## config.mk

```make
export PLATFORM = sky130hd
export DESIGN_NAME = mat_addsub_stream
export DESIGN_NICKNAME = d
export VERILOG_FILES = /design/src/rtl/mat_pkg.sv /design/src/rtl/mat_addsub_lane.sv /design/src/rtl/mat_addsub_stream.sv
export SDC_FILE = /design/constraint.sdc
export NUM_CORES = 1
export LEC_CHECK = 0
export BUFFER_PORTS_ARGS = -buffer_cell sky130_fd_sc_hd__buf_2
export CORE_MARGIN = 4
export CORE_UTILIZATION = 30
export DETAILED_ROUTE_END_ITERATION = 12
export PLACE_DENSITY = 0.48
export SLEW_MARGIN = 20
export SYNTH_ARGS = -nofsm -noshare
export SYNTH_HDL_FRONTEND = slang
export SYNTH_HIERARCHICAL = 1
export SYNTH_SLANG_ARGS = --single-unit
export TNS_END_PERCENT = 5
```

## constraint.sdc

```tcl
create_clock -name i_clk -period 6.6 [get_ports i_clk]
set_clock_uncertainty 0.15 [all_clocks]
set_input_delay 0.99 -clock i_clk [delete_from_list [all_inputs] [get_ports i_clk]]
set_output_delay 0.99 -clock i_clk [all_outputs]
set_load 0.02 [all_outputs]
```

## src/rtl/mat_pkg.sv

```systemverilog
// mat_pkg: shared types and helpers for the row-streamed matrix add/subtract engine.
//   mode_e  : element operation (MODE_ADD = A+B, MODE_SUB = A-B)
//   state_e : matrix sequencing state (S_IDLE = expecting row 0, S_RUN = rows 1..M-1)
//   sat_max / sat_min : signed saturation limits for a given element width,
//                       returned zero-extended in LIMIT_W bits (slice the low bits).
package mat_pkg;

  typedef enum logic {
    MODE_ADD = 1'b0,
    MODE_SUB = 1'b1
  } mode_e;

  typedef enum logic {
    S_IDLE = 1'b0,
    S_RUN  = 1'b1
  } state_e;

  localparam int unsigned LIMIT_W = 128;

  // 0111...1 in the low dl bits
  function automatic logic [LIMIT_W-1:0] sat_max(input int unsigned dl);
    sat_max = (LIMIT_W'(1) << (dl - 1)) - LIMIT_W'(1);
  endfunction

  // 1000...0 in the low dl bits
  function automatic logic [LIMIT_W-1:0] sat_min(input int unsigned dl);
    sat_min = LIMIT_W'(1) << (dl - 1);
  endfunction

endpackage

```

## src/rtl/mat_addsub_lane.sv

```systemverilog
// mat_addsub_lane: one element of the matrix add/subtract datapath (combinational).
//   a, b : DATA_LEN-bit two's-complement operands
//   mode : MODE_ADD -> a+b, MODE_SUB -> a-b
//   c    : DATA_LEN-bit result (wrapped, or clamped when MAT_ADDSUB_SAT_EN is defined)
//   ovf  : signed overflow of the exact result
// Optional feature macro: MAT_ADDSUB_SAT_EN (saturate overflowed results).
module mat_addsub_lane
  import mat_pkg::*;
#(
  parameter int unsigned DATA_LEN = 32
) (
  input  logic [DATA_LEN-1:0] a,
  input  logic [DATA_LEN-1:0] b,
  input  mode_e               mode,
  output logic [DATA_LEN-1:0] c,
  output logic                ovf
);

`ifdef MAT_ADDSUB_SAT_EN
  localparam logic [LIMIT_W-1:0]  MAX_FULL = sat_max(DATA_LEN);
  localparam logic [LIMIT_W-1:0]  MIN_FULL = sat_min(DATA_LEN);
  localparam logic [DATA_LEN-1:0] SAT_MAX  = MAX_FULL[DATA_LEN-1:0];
  localparam logic [DATA_LEN-1:0] SAT_MIN  = MIN_FULL[DATA_LEN-1:0];
`endif

  logic [DATA_LEN:0] a_x;
  logic [DATA_LEN:0] b_x;
  logic [DATA_LEN:0] r;

  always_comb begin
    a_x = {a[DATA_LEN-1], a};
    b_x = {b[DATA_LEN-1], b};
    r   = (mode == MODE_SUB) ? (a_x - b_x) : (a_x + b_x);
    // The exact result fits in DATA_LEN+1 bits; it is out of range exactly
    // when its top two bits disagree.
    ovf = r[DATA_LEN] ^ r[DATA_LEN-1];
`ifdef MAT_ADDSUB_SAT_EN
    if (ovf) begin
      // r[DATA_LEN] is the true sign of the exact result
      c = r[DATA_LEN] ? SAT_MIN : SAT_MAX;
    end else begin
      c = r[DATA_LEN-1:0];
    end
`else
    c = r[DATA_LEN-1:0];
`endif
  end

endmodule

```

## src/rtl/mat_addsub_stream.sv

```systemverilog
// mat_addsub_stream: row-streamed signed matrix add/subtract, C = A +/- B.
// One row of A and B accepted per beat (i_valid && o_ready), one registered
// result row per output beat (o_valid && i_ready), 1-cycle latency.
//   i_clk, i_rstn         : clock, asynchronous active-low reset
//   i_mode                : 0 add / 1 subtract, sampled on the row-0 beat only
//   i_valid, o_ready      : input row handshake
//   i_row_a, i_row_b      : operand rows, element j at [DATA_LEN*j +: DATA_LEN]
//   o_valid, i_ready      : output row handshake
//   o_row_c               : result row, same packing
//   o_row_idx, o_last     : row number of o_row_c, high with row M-1
//   o_ovf                 : per-element signed overflow
//   o_busy                : matrix partially accepted
// Optional feature macro: MAT_ADDSUB_SAT_EN (saturate instead of wrap, in the lanes).
module mat_addsub_stream
  import mat_pkg::*;
#(
  parameter  int unsigned DATA_LEN = 32,
  parameter  int unsigned M        = 8,
  parameter  int unsigned N        = 8,
  localparam int unsigned ROW_SIZE = DATA_LEN * N,
  localparam int unsigned IDX_W    = (M > 1) ? $clog2(M) : 1
) (
  input  logic                i_clk,
  input  logic                i_rstn,
  input  logic                i_mode,
  input  logic                i_valid,
  output logic                o_ready,
  input  logic [ROW_SIZE-1:0] i_row_a,
  input  logic [ROW_SIZE-1:0] i_row_b,
  output logic                o_valid,
  input  logic                i_ready,
  output logic [ROW_SIZE-1:0] o_row_c,
  output logic [IDX_W-1:0]    o_row_idx,
  output logic                o_last,
  output logic [N-1:0]        o_ovf,
  output logic                o_busy
);

  state_e             state_q;
  state_e             state_d;
  logic [IDX_W-1:0]   cnt_q;
  mode_e              mode_q;
  mode_e              row_mode;
  logic               accept;
  logic               row_last;
  logic [ROW_SIZE-1:0] c_d;
  logic [N-1:0]       ovf_d;

  assign o_ready  = !o_valid || i_ready;
  assign accept   = i_valid && o_ready;
  // cnt_q is 0 in S_IDLE, so with M=1 every beat is both row 0 and last
  assign row_last = (cnt_q == IDX_W'(M - 1));
  // Row 0 uses i_mode directly; later rows use the mode latched on row 0
  assign row_mode = (state_q == S_IDLE) ? mode_e'(i_mode) : mode_q;

  // State register
  always_ff @(posedge i_clk or negedge i_rstn) begin
    if (!i_rstn) begin
      state_q <= S_IDLE;
    end else begin
      state_q <= state_d;
    end
  end

  // Next state: an accepted last row returns to IDLE, any other accepted row
  // leaves the FSM in RUN (covers IDLE->RUN and RUN->RUN alike).
  always_comb begin
    state_d = state_q;
    if (accept) begin
      state_d = row_last ? S_IDLE : S_RUN;
    end
  end

  // State-decoded outputs
  always_comb begin
    o_busy = (state_q == S_RUN);
  end

  // Row counter and mode register
  always_ff @(posedge i_clk or negedge i_rstn) begin
    if (!i_rstn) begin
      cnt_q  <= '0;
      mode_q <= MODE_ADD;
    end else if (accept) begin
      cnt_q <= row_last ? '0 : cnt_q + IDX_W'(1);
      if (state_q == S_IDLE) begin
        mode_q <= mode_e'(i_mode);
      end
    end
  end

  // Element lanes
  for (genvar j = 0; j < N; j++) begin : g_lane
    mat_addsub_lane #(
      .DATA_LEN(DATA_LEN)
    ) u_lane (
      .a   (i_row_a[DATA_LEN*j +: DATA_LEN]),
      .b   (i_row_b[DATA_LEN*j +: DATA_LEN]),
      .mode(row_mode),
      .c   (c_d[DATA_LEN*j +: DATA_LEN]),
      .ovf (ovf_d[j])
    );
  end

  // Output register: an accept overwrites (covers simultaneous drain+accept),
  // a drain without accept clears o_valid, otherwise everything holds.
  always_ff @(posedge i_clk or negedge i_rstn) begin
    if (!i_rstn) begin
      o_valid   <= 1'b0;
      o_row_c   <= '0;
      o_row_idx <= '0;
      o_last    <= 1'b0;
      o_ovf     <= '0;
    end else if (accept) begin
      o_valid   <= 1'b1;
      o_row_c   <= c_d;
      o_row_idx <= cnt_q;
      o_last    <= row_last;
      o_ovf     <= ovf_d;
    end else if (i_ready) begin
      o_valid   <= 1'b0;
    end
  end

endmodule

```

==> results of run 1 <==
per-stage QoR:
stage                     setup slack (ps)  util, %  total power [mW]  cells
after floorplan                       1470        -              14.6   3304
after global placement                 783     35.9              18.8   5278
after detailed placement               748     35.9              18.8   5278
after CTS                             1420     37.4              21.5   5358
after global routing                  1050     37.5              23.1   5367
final                                 1390     37.5              21.2   5379
placed cells by master, fill, tap and decap left out, types with 15 or more instances in the layout:
master	count
sky130_fd_sc_hd__ha_1	267
sky130_fd_sc_hd__or3_1	15
sky130_fd_sc_hd__nor2b_1	20
sky130_fd_sc_hd__nor4_1	28
sky130_fd_sc_hd__nand2b_1	30
sky130_fd_sc_hd__o21bai_1	37
sky130_fd_sc_hd__xnor2_1	341
sky130_fd_sc_hd__mux2_4	79
sky130_fd_sc_hd__o2111ai_1	18
sky130_fd_sc_hd__buf_2	786
sky130_fd_sc_hd__xor2_1	130
sky130_fd_sc_hd__a21o_1	84
sky130_fd_sc_hd__clkbuf_16	44
sky130_fd_sc_hd__o211ai_1	15
sky130_fd_sc_hd__a31oi_1	44
sky130_fd_sc_hd__dfrtp_1	274
sky130_fd_sc_hd__diode_2	21
sky130_fd_sc_hd__nand4_1	40
sky130_fd_sc_hd__nor2_1	304
sky130_fd_sc_hd__nand2_1	199
sky130_fd_sc_hd__a211oi_1	36
sky130_fd_sc_hd__nor3_1	77
sky130_fd_sc_hd__inv_1	121
sky130_fd_sc_hd__a21oi_1	379
sky130_fd_sc_hd__nand3_1	54
sky130_fd_sc_hd__and3_1	42
sky130_fd_sc_hd__mux2_2	193
sky130_fd_sc_hd__and2_1	15
sky130_fd_sc_hd__o21a_1	26
sky130_fd_sc_hd__o21ai_0	133
registers in the layout, indices dropped and copies added, names as in the netlist:
signal / flops
cnt_q: 3
mode_q: 1
o_busy: 1
o_last: 1
o_ovf: 8
o_row_c: 256
o_row_idx: 3
o_valid: 1
final cells by class:
class	instances	area [um2]	area share, %
antenna	21	52.6	0.147
clock buffer	51	1160	3.23
clock inverter	29	343	0.956
inverter	121	454	1.27
multi-input combinational	2813	21300	59.3
sequential	274	6860	19.1
tap	1265	1580	4.42
timing repair buffer	805	4150	11.6
final timing paths:
path                            slack [ps]   startpoint  depth (start not counted)           end
worst min-delay path                   200       i_rstn                          1   o_row_c[33]
max in group asynchronous             4740       i_rstn                          2  o_row_c[107]
worst min register to register         340  o_row_c[20]                          1   o_row_c[20]
worst max register to register        1720       o_busy                         14      o_ovf[2]
min in group i_clk                     340  o_row_c[20]                          1   o_row_c[20]
worst max-delay path                  1390  i_row_b[39]                         20      o_ovf[1]
logic make-up (layout without fill, tap and decap cells):
family                     after synthesis  count (layout)
adders and majority gates              275             275
DFF                                    274             274
muxes                                  282             282
other                                    0              21
buffers and inverters                  217            1006
AOI/OAI and AO/OA                      877             877
and+or+nand+nor                        895             895
xor gates and xnor gates               484             484
power by group:
part | switching [mW] | internal, mW | leakage [nW]
sequential | 0.499 | 2.59 | 3.19
clock | 0.961 | 1.50 | 0.734
combinational | 8.87 | 6.80 | 12.6
critical path, cell delays in order:
cell,delay [ps]
sky130_fd_sc_hd__buf_2,120
sky130_fd_sc_hd__or4_4,580
sky130_fd_sc_hd__or3_4,390
sky130_fd_sc_hd__nor3_1,300
sky130_fd_sc_hd__and2_1,250
sky130_fd_sc_hd__nand2_1,70
sky130_fd_sc_hd__nor2_1,310
sky130_fd_sc_hd__a21oi_1,140
sky130_fd_sc_hd__xnor2_1,140
sky130_fd_sc_hd__ha_1,360
sky130_fd_sc_hd__a211oi_1,270
sky130_fd_sc_hd__o21bai_1,100
sky130_fd_sc_hd__a21o_1,180
sky130_fd_sc_hd__a21oi_1,260
sky130_fd_sc_hd__nor2_1,90
sky130_fd_sc_hd__a211oi_1,210
sky130_fd_sc_hd__o21ai_0,110
sky130_fd_sc_hd__a31oi_1,170
sky130_fd_sc_hd__xnor3_1,230
sky130_fd_sc_hd__mux2_2,260
layer usage:
layer / up-vias / track usage (%) / wire length [um]
li1: 13500 / - / -
met1: 12900 / 24.8 / 46000
met2: 736 / 36.4 / 53800
met3: 139 / 6.02 / 7660
met4: 20 / 5.14 / 2580
met5: - / 0 / 119
==> reports/summary.txt, run 1 <==
TIMING
--------------------------------------------------------------------------------------------------
Max Transition Viols Final                                                                       0
Achievable frequency                                                                       192 MHz
Final critical path time including I/O delays and setup                                    5210 ps
Setup TNS                                                                                     0 ps
Period utilisation layout                                                                    78.9%
Relative max-transition margin                                                               41.4%
Slew @ Worst Pin                                                                            878 ps
Final setup violation count                                                                      0
Unrepaired setup endpoints after global routing                                                 no
Hold_ws                                                                                     198 ps
Fin. Hold Viols                                                                                  0

CRITICAL PATH
--------------------------------------------------------------------------------------------------
Data arrival at the endpoint of the critical path                                          5560 ps
CP startpoint kind                                                                      input port
Class of the most critical setup path                                                       in2reg
Sort of element at the end of the critical path                                          flip-flop
Required time reported for the critical path endpoint                                      6950 ps
Worst-path maximum fanout                                                                        6

ROUTE
--------------------------------------------------------------------------------------------------
Routed vias                                                                                  27300
Post-detailed-route count of antenna-violating nets                                              0
Number of iterations in the first detailed-routing pass                                          5
Total wire length                                                                        110000 um
Number of vias per cell after detailed routing                                                5.07
Detailed Route Iter0 Violations                                                               1519
Routed WL per cell                                                                         20.5 um
Final routed DRC violation total                                                                 0

GLOBAL ROUTE
--------------------------------------------------------------------------------------------------
Wire length of the first global-routing pass                                             165000 um
Number of global-route vias before repair                                                    27200
Overall Global Routing Usage                                                                 20.7%
Global route overflow                                                                            0
Antenna violations before repair                                                                36
Pin count of the biggest net entering global routing                                           112

LOGIC SYNTHESIS
--------------------------------------------------------------------------------------------------
Sequential area share after synthesis                                                        23.6%
Post-synth top cells                                                                  sky130_fd_sc_hd__a21oi_1, sky130_fd_sc_hd__xnor2_1, sky130_fd_sc_hd__nor2_1, sky130_fd_sc_hd__dfrtp_1, sky130_fd_sc_hd__ha_1
Complex-gate fraction of the synthesized area                                                18.4%
Most used flip-flop cell after synthesis                                              sky130_fd_sc_hd__dfrtp_1
Xor-xnor portion of the synthesized cell area                                                15.1%
Gate count after technology mapping                                                           3304
Number of distinct library cells after synthesis                                                72
Number of register bits inferred by synthesis                                                  274
Number of flops mapped to enable cells by yosys                                                  0
Largest family of logic cells by synthesized area                                     compound AO/OA/AOI/OAI gates
Post-Syn Area                                                                            29000 um2
Simple-gate share of the synthesized area                                                    15.7%
Count of warnings emitted by yosys                                                               6
Nets in the synthesized netlist                                                               4096
Cell with the most instances after synthesis                                          sky130_fd_sc_hd__a21oi_1
Cell accounting for the most synthesized area                                         sky130_fd_sc_hd__dfrtp_1
Synthesized-area fraction occupied by adder cells                                            12.1%
Multiplexer share of the synthesized area                                                    11.9%
Syn avg cell area                                                                         8.79 um2
Proportion of netlist area held by the largest area contributor                              23.6%
Share of flip-flops with an asynchronous set or reset after synthesis                         100%
Most area-consuming cells after synthesis                                             sky130_fd_sc_hd__dfrtp_1, sky130_fd_sc_hd__ha_1, sky130_fd_sc_hd__xnor2_1, sky130_fd_sc_hd__mux2_2, sky130_fd_sc_hd__a21oi_1

PLACE
--------------------------------------------------------------------------------------------------
Placed cell areas                                                                        34300 um2
Routability-driven placement congestion ratio                                                0.932
Port-buffer cells                                                                              787
Detailed-placement wirelength estimate                                                    91500 um

CLOCKING
--------------------------------------------------------------------------------------------------
Max Root-Sink Buffers                                                                            3
Hold buffers post-CTS                                                                            0
Root buf cell                                                                         sky130_fd_sc_hd__clkbuf_16
Clock transition time at the flip-flop clock pins of the worst setup and hold paths          60 ps
Clock latency of the later-clocked register in the worst-skew pair                          590 ps
Setup fix buffers added after clock tree synthesis                                               0
CTS sink cnt                                                                                   274
Number of buffers created by CTS                                                                43
Maximum level of the CTS H-tree                                                                  2
Number of cells upsized or downsized after cts                                                   0
CTS tree                                                                                      done

POWER
--------------------------------------------------------------------------------------------------
Worst IR Drop VDD                                                                         0.235 mV
Power per unit of standard cell area                                                    592 nW/um2
Leakage power                                                                              16.6 nW

CELLS AND AREA
--------------------------------------------------------------------------------------------------
Share of layout cells above drive strength 1                                                 30.1%
Final layout net count                                                                        4850
Summed area of non-filler cells in the final layout                                      35800 um2
Number of fill cells in the layout                                                           10100
Synth-to-layout area growth                                                                  23.4%

FLOORPLANNING
--------------------------------------------------------------------------------------------------
I/O pin total                                                                                  788
Area of the die                                                                         102000 um2
Initial core utilization                                                                     30.4%
FP Rows                                                                                        113
Die Span Y                                                                                  319 um
Die X-Extent                                                                                319 um
Core area                                                                                95600 um2

MIN PATH
--------------------------------------------------------------------------------------------------
Min-Delay Path Class                                                                      in2async

RUN
--------------------------------------------------------------------------------------------------
Max-capacitance violation count                                                                  0

OUTCOME
--------------------------------------------------------------------------------------------------
Outcome                                                                               finished clean

No activity file was read; power rests on OpenSTA's default activity.
==> inputs of run 2 (changes only) <==
- ABC_AREA: unset -> 1
- PLACE_DENSITY: 0.48 -> 0.46
- clock period: 6.6 -> 5.45 ns (I/O delays scaled with it)
==> reports/summary.txt, run 2 <==
GLOBAL ROUTE
--------------------------------------------------------------------------------------------------
Wire length of the first global-routing pass                                             244000 um   +47%
Number of global-route vias before repair                                                    38500   +42%
GR met1 Demand/Resource                                                                      33.8%   +9.0 points
Grt met3 use                                                                                 4.36%   -1.7 points
Overall Global Routing Usage                                                                 25.3%   +4.6 points
GRT busiest layer                                                                             met2
Met2 GRT Util                                                                                42.1%   +5.7 points
Antenna violations before repair                                                                43   +19%
Pin count of the biggest net entering global routing                                           150   +34%
Global route overflow                                                                            0   unchanged

ROUTE
--------------------------------------------------------------------------------------------------
Number of vias per cell after detailed routing                                                4.86   -4.2%
Number of iterations in the first detailed-routing pass                                          6   +1
Post-detailed-route count of antenna-violating nets                                              0   unchanged
Final routed DRC violation total                                                                 0   unchanged
Total wire length                                                                        163000 um   +48%
Routed vias                                                                                  39400   +44%
Detailed Route Iter0 Violations                                                               2700   +78%
Routed WL per cell                                                                         20.1 um   -1.9%

LOGIC SYNTHESIS
--------------------------------------------------------------------------------------------------
Syn avg cell area                                                                         6.17 um2   -30%
Share of flip-flops with an asynchronous set or reset after synthesis                         100%   unchanged
Post-synth top cells                                                                  sky130_fd_sc_hd__nand2_1, sky130_fd_sc_hd__inv_1, sky130_fd_sc_hd__nand3_1, sky130_fd_sc_hd__nor2_1, sky130_fd_sc_hd__xor2_1
Gate count after technology mapping                                                           5763   +74%
Number of register bits inferred by synthesis                                                  274   unchanged
Number of distinct library cells after synthesis                                                43   -40%
Number of flops mapped to enable cells by yosys                                                  0   unchanged
Sequential area share after synthesis                                                        19.3%   -4.3 points
Count of warnings emitted by yosys                                                               6   unchanged
Proportion of netlist area held by the largest area contributor                              19.6%   -4.0 points
Most used flip-flop cell after synthesis                                              sky130_fd_sc_hd__dfrtp_1
Cell accounting for the most synthesized area                                         sky130_fd_sc_hd__nand2_1
Post-Syn Area                                                                            35500 um2   +22%
Cell with the most instances after synthesis                                          sky130_fd_sc_hd__nand2_1
Most area-consuming cells after synthesis                                             sky130_fd_sc_hd__nand2_1, sky130_fd_sc_hd__dfrtp_1, sky130_fd_sc_hd__ha_1, sky130_fd_sc_hd__xor2_1, sky130_fd_sc_hd__inv_1
Nets in the synthesized netlist                                                               6555   +60%

CELLS AND AREA
--------------------------------------------------------------------------------------------------
Commonest non-fill, non-tap cell in the layout                                        sky130_fd_sc_hd__nand2_1
Area taken by multi-input logic gates                                                    25200 um2   +19%
Commonest non-fill, non-tap cells in the layout                                       sky130_fd_sc_hd__nand2_1, sky130_fd_sc_hd__buf_2, sky130_fd_sc_hd__inv_1, sky130_fd_sc_hd__nand3_1, sky130_fd_sc_hd__nor2_1
Register bank with the most flops                                                          o_row_c
Final layout net count                                                                        7297   +50%
Sequential cell area                                                                      6860 um2   unchanged
Biggest regs                                                                          o_row_c (256), o_ovf (8)
Number of fill cells in the layout                                                           13200   +31%
Synth-to-layout area growth                                                                  20.2%
Max FFs per register                                                                           256   unchanged
Share of layout cells above drive strength 1                                                 19.2%   -11 points

CLOCKING
--------------------------------------------------------------------------------------------------
Hold buffers post-CTS                                                                            1   +1
Root buf cell                                                                         sky130_fd_sc_hd__clkbuf_16
Maximum level of the CTS H-tree                                                                  2   unchanged
Max Root-Sink Buffers                                                                            3   unchanged
Clock latency of the later-clocked register in the worst-skew pair                          600 ps   about the same
Clock transition time at the flip-flop clock pins of the worst setup and hold paths          70 ps   about the same
Number of buffers created by CTS                                                                42   -2.3%
Number of cells upsized or downsized after cts                                                   0   unchanged
Setup fix buffers added after clock tree synthesis                                               0   unchanged
CTS tree                                                                                      done
CTS sink cnt                                                                                   274   unchanged

MIN PATH
--------------------------------------------------------------------------------------------------
Min-Delay Path Class                                                                       reg2reg
Startpoint of the tightest hold check path                                             o_row_c[52]

CRITICAL PATH
--------------------------------------------------------------------------------------------------
Required time reported for the critical path endpoint                                      5840 ps   -1110 ps
Sort of element at the end of the critical path                                          flip-flop
Launch point of the worst path                                                              o_busy
Startpoint of the lowest-slack register-to-register path                                    o_busy
Data arrival at the endpoint of the critical path                                          4780 ps   -780 ps
Class of the most critical setup path                                                      reg2reg
Worst-path maximum fanout                                                                       29   +23
CP startpoint kind                                                                       flip-flop

FLOORPLANNING
--------------------------------------------------------------------------------------------------
Die X-Extent                                                                                352 um   +10%
Core area                                                                               118000 um2   +23%
Initial core utilization                                                                     30.2%   -0.21 points
Area of the die                                                                         124000 um2   +22%
FP Rows                                                                                        126   +12%
I/O pin total                                                                                  788   unchanged
Die Span Y                                                                                  352 um   +10%

TIMING
--------------------------------------------------------------------------------------------------
Final critical path time including I/O delays and setup                                    4380 ps
Fin. Hold Viols                                                                                  0   unchanged
Slew @ Worst Pin                                                                            936 ps   +57.8 ps
Relative max-transition margin                                                               37.6%   -3.9 points
Unrepaired setup endpoints after global routing                                                 no
Achievable frequency                                                                       228 MHz
Hold_ws                                                                                     311 ps   +113 ps
Final setup violation count                                                                      0   unchanged
Period utilisation layout                                                                    80.4%
Max Transition Viols Final                                                                       0   unchanged
Setup TNS                                                                                     0 ps   unchanged

PLACE
--------------------------------------------------------------------------------------------------
Port-buffer cells                                                                              787   unchanged
Routability-driven placement congestion ratio                                                0.985   +5.7%
Detailed-placement wirelength estimate                                                   137000 um   +50%

POWER
--------------------------------------------------------------------------------------------------
Leakage power                                                                              23.6 nW   +43%
Worst IR Drop VDD                                                                         0.271 mV   +15%
Power per unit of standard cell area                                                    418 nW/um2   -29%
Overall power consumption                                                                  17.8 mW   -16%

RUN
--------------------------------------------------------------------------------------------------
Max-capacitance violation count                                                                  0   unchanged

OUTCOME
--------------------------------------------------------------------------------------------------
Outcome                                                                               finished clean

==> run 2: cell types whose count changed after synthesis, sizes merged, moves of 45 or more <==
cell / before / now
a21o: 84 / 16
a21oi: 385 / 303
buf: 39 / 99
inv: 121 / 778
mux2: 273 / 0
nand2: 206 / 1985
nand3: 54 / 551
nor2: 304 / 576
o21ai: 146 / 92
o21bai: 37 / 82
xnor2: 342 / 114
xor2: 136 / 318
==> run 2: worst paths after layout <==
check | slack, ps | cells past startpoint | end
min reg2reg | 310 | 2 | o_row_c[52]
max reg2reg | 1070 | 23 | o_ovf[1]
max | 1070 | 23 | o_ovf[1]
min | 310 | 2 | o_row_c[52]
min in group asynchronous | 610 | 2 | o_row_c[196]
max in group asynchronous | 3460 | 3 | o_row_c[58]
==> run 2: critical path, stage by stage (launching register included) <==
cell                      delay [ps]
sky130_fd_sc_hd__dfrtp_1         460
sky130_fd_sc_hd__inv_1            80
sky130_fd_sc_hd__nand2_1          80
sky130_fd_sc_hd__nand2_4         480
sky130_fd_sc_hd__inv_1           470
sky130_fd_sc_hd__nand2_1         160
sky130_fd_sc_hd__o21ai_1         120
sky130_fd_sc_hd__nor2_2          180
sky130_fd_sc_hd__o21ai_1         100
sky130_fd_sc_hd__xnor2_1         280
sky130_fd_sc_hd__ha_1            390
sky130_fd_sc_hd__nand2_1         130
sky130_fd_sc_hd__inv_1            80
sky130_fd_sc_hd__nand2_1          80
sky130_fd_sc_hd__nand2_1          80
sky130_fd_sc_hd__nand2_1          70
sky130_fd_sc_hd__nand2_1          50
sky130_fd_sc_hd__a21oi_1         270
sky130_fd_sc_hd__nand3_1         150
sky130_fd_sc_hd__nand2_2         100
sky130_fd_sc_hd__nand3_1          70
sky130_fd_sc_hd__nand2_1          70
sky130_fd_sc_hd__nand3_1          90
sky130_fd_sc_hd__nand2_1         110
==> run 2: cell type report <==
type / count / area share [%]
Multi-Input combinational cell: 4597 / 59.0
Tap cell: 1536 / 4.50
Clock buffer: 60 / 2.96
Antenna cell: 23 / 0.135
Inverter: 778 / 6.84
Timing Repair Buffer: 812 / 9.92
Sequential cell: 274 / 16.1
Clock inverter: 17 / 0.551
==> run 2: power breakdown <==
| part | internal [mW] | total [mW] | switching [mW] | leakage (nW) |
|---|---|---|---|---|
| Sequential | 2.90 | 3.58 | 0.681 | 3.38 |
| Clock | 1.85 | 3.01 | 1.16 | 0.725 |
| Combinational | 3.69 | 11.2 | 7.55 | 19.5 |
==> run 2: routing by layer <==
metal  wire length, um  share of wire [%]
met2             74800                 46
met4              4170                2.6
met5                95              0.058
met3              9490                5.8
met1             74100                 46
==> run 2: cell families (layout without fill, tap and decap cells) <==
kind of cell,after synthesis,count (layout),share of synthesized area (%)
buf+inv,892,1667,9.85
fa+ha+maj,275,275,9.85
simple gates,3321,3321,40.5
xor+xnor,432,432,10.6
flops,274,274,19.3
other cells,0,23,0
compound gates,569,569,9.84
==> run 2: metrics by stage <==
step                cells  instance area (um2)  worst slack [ps]  util (%)
floorplan            5763                35500              1710         -
global placement     7996                41100               802      34.9
detailed placement   7996                41100               699      34.9
CTS                  8074                42600              1100      36.2
global route         8085                42700               635      36.2
finish               8097                42700              1070      36.3
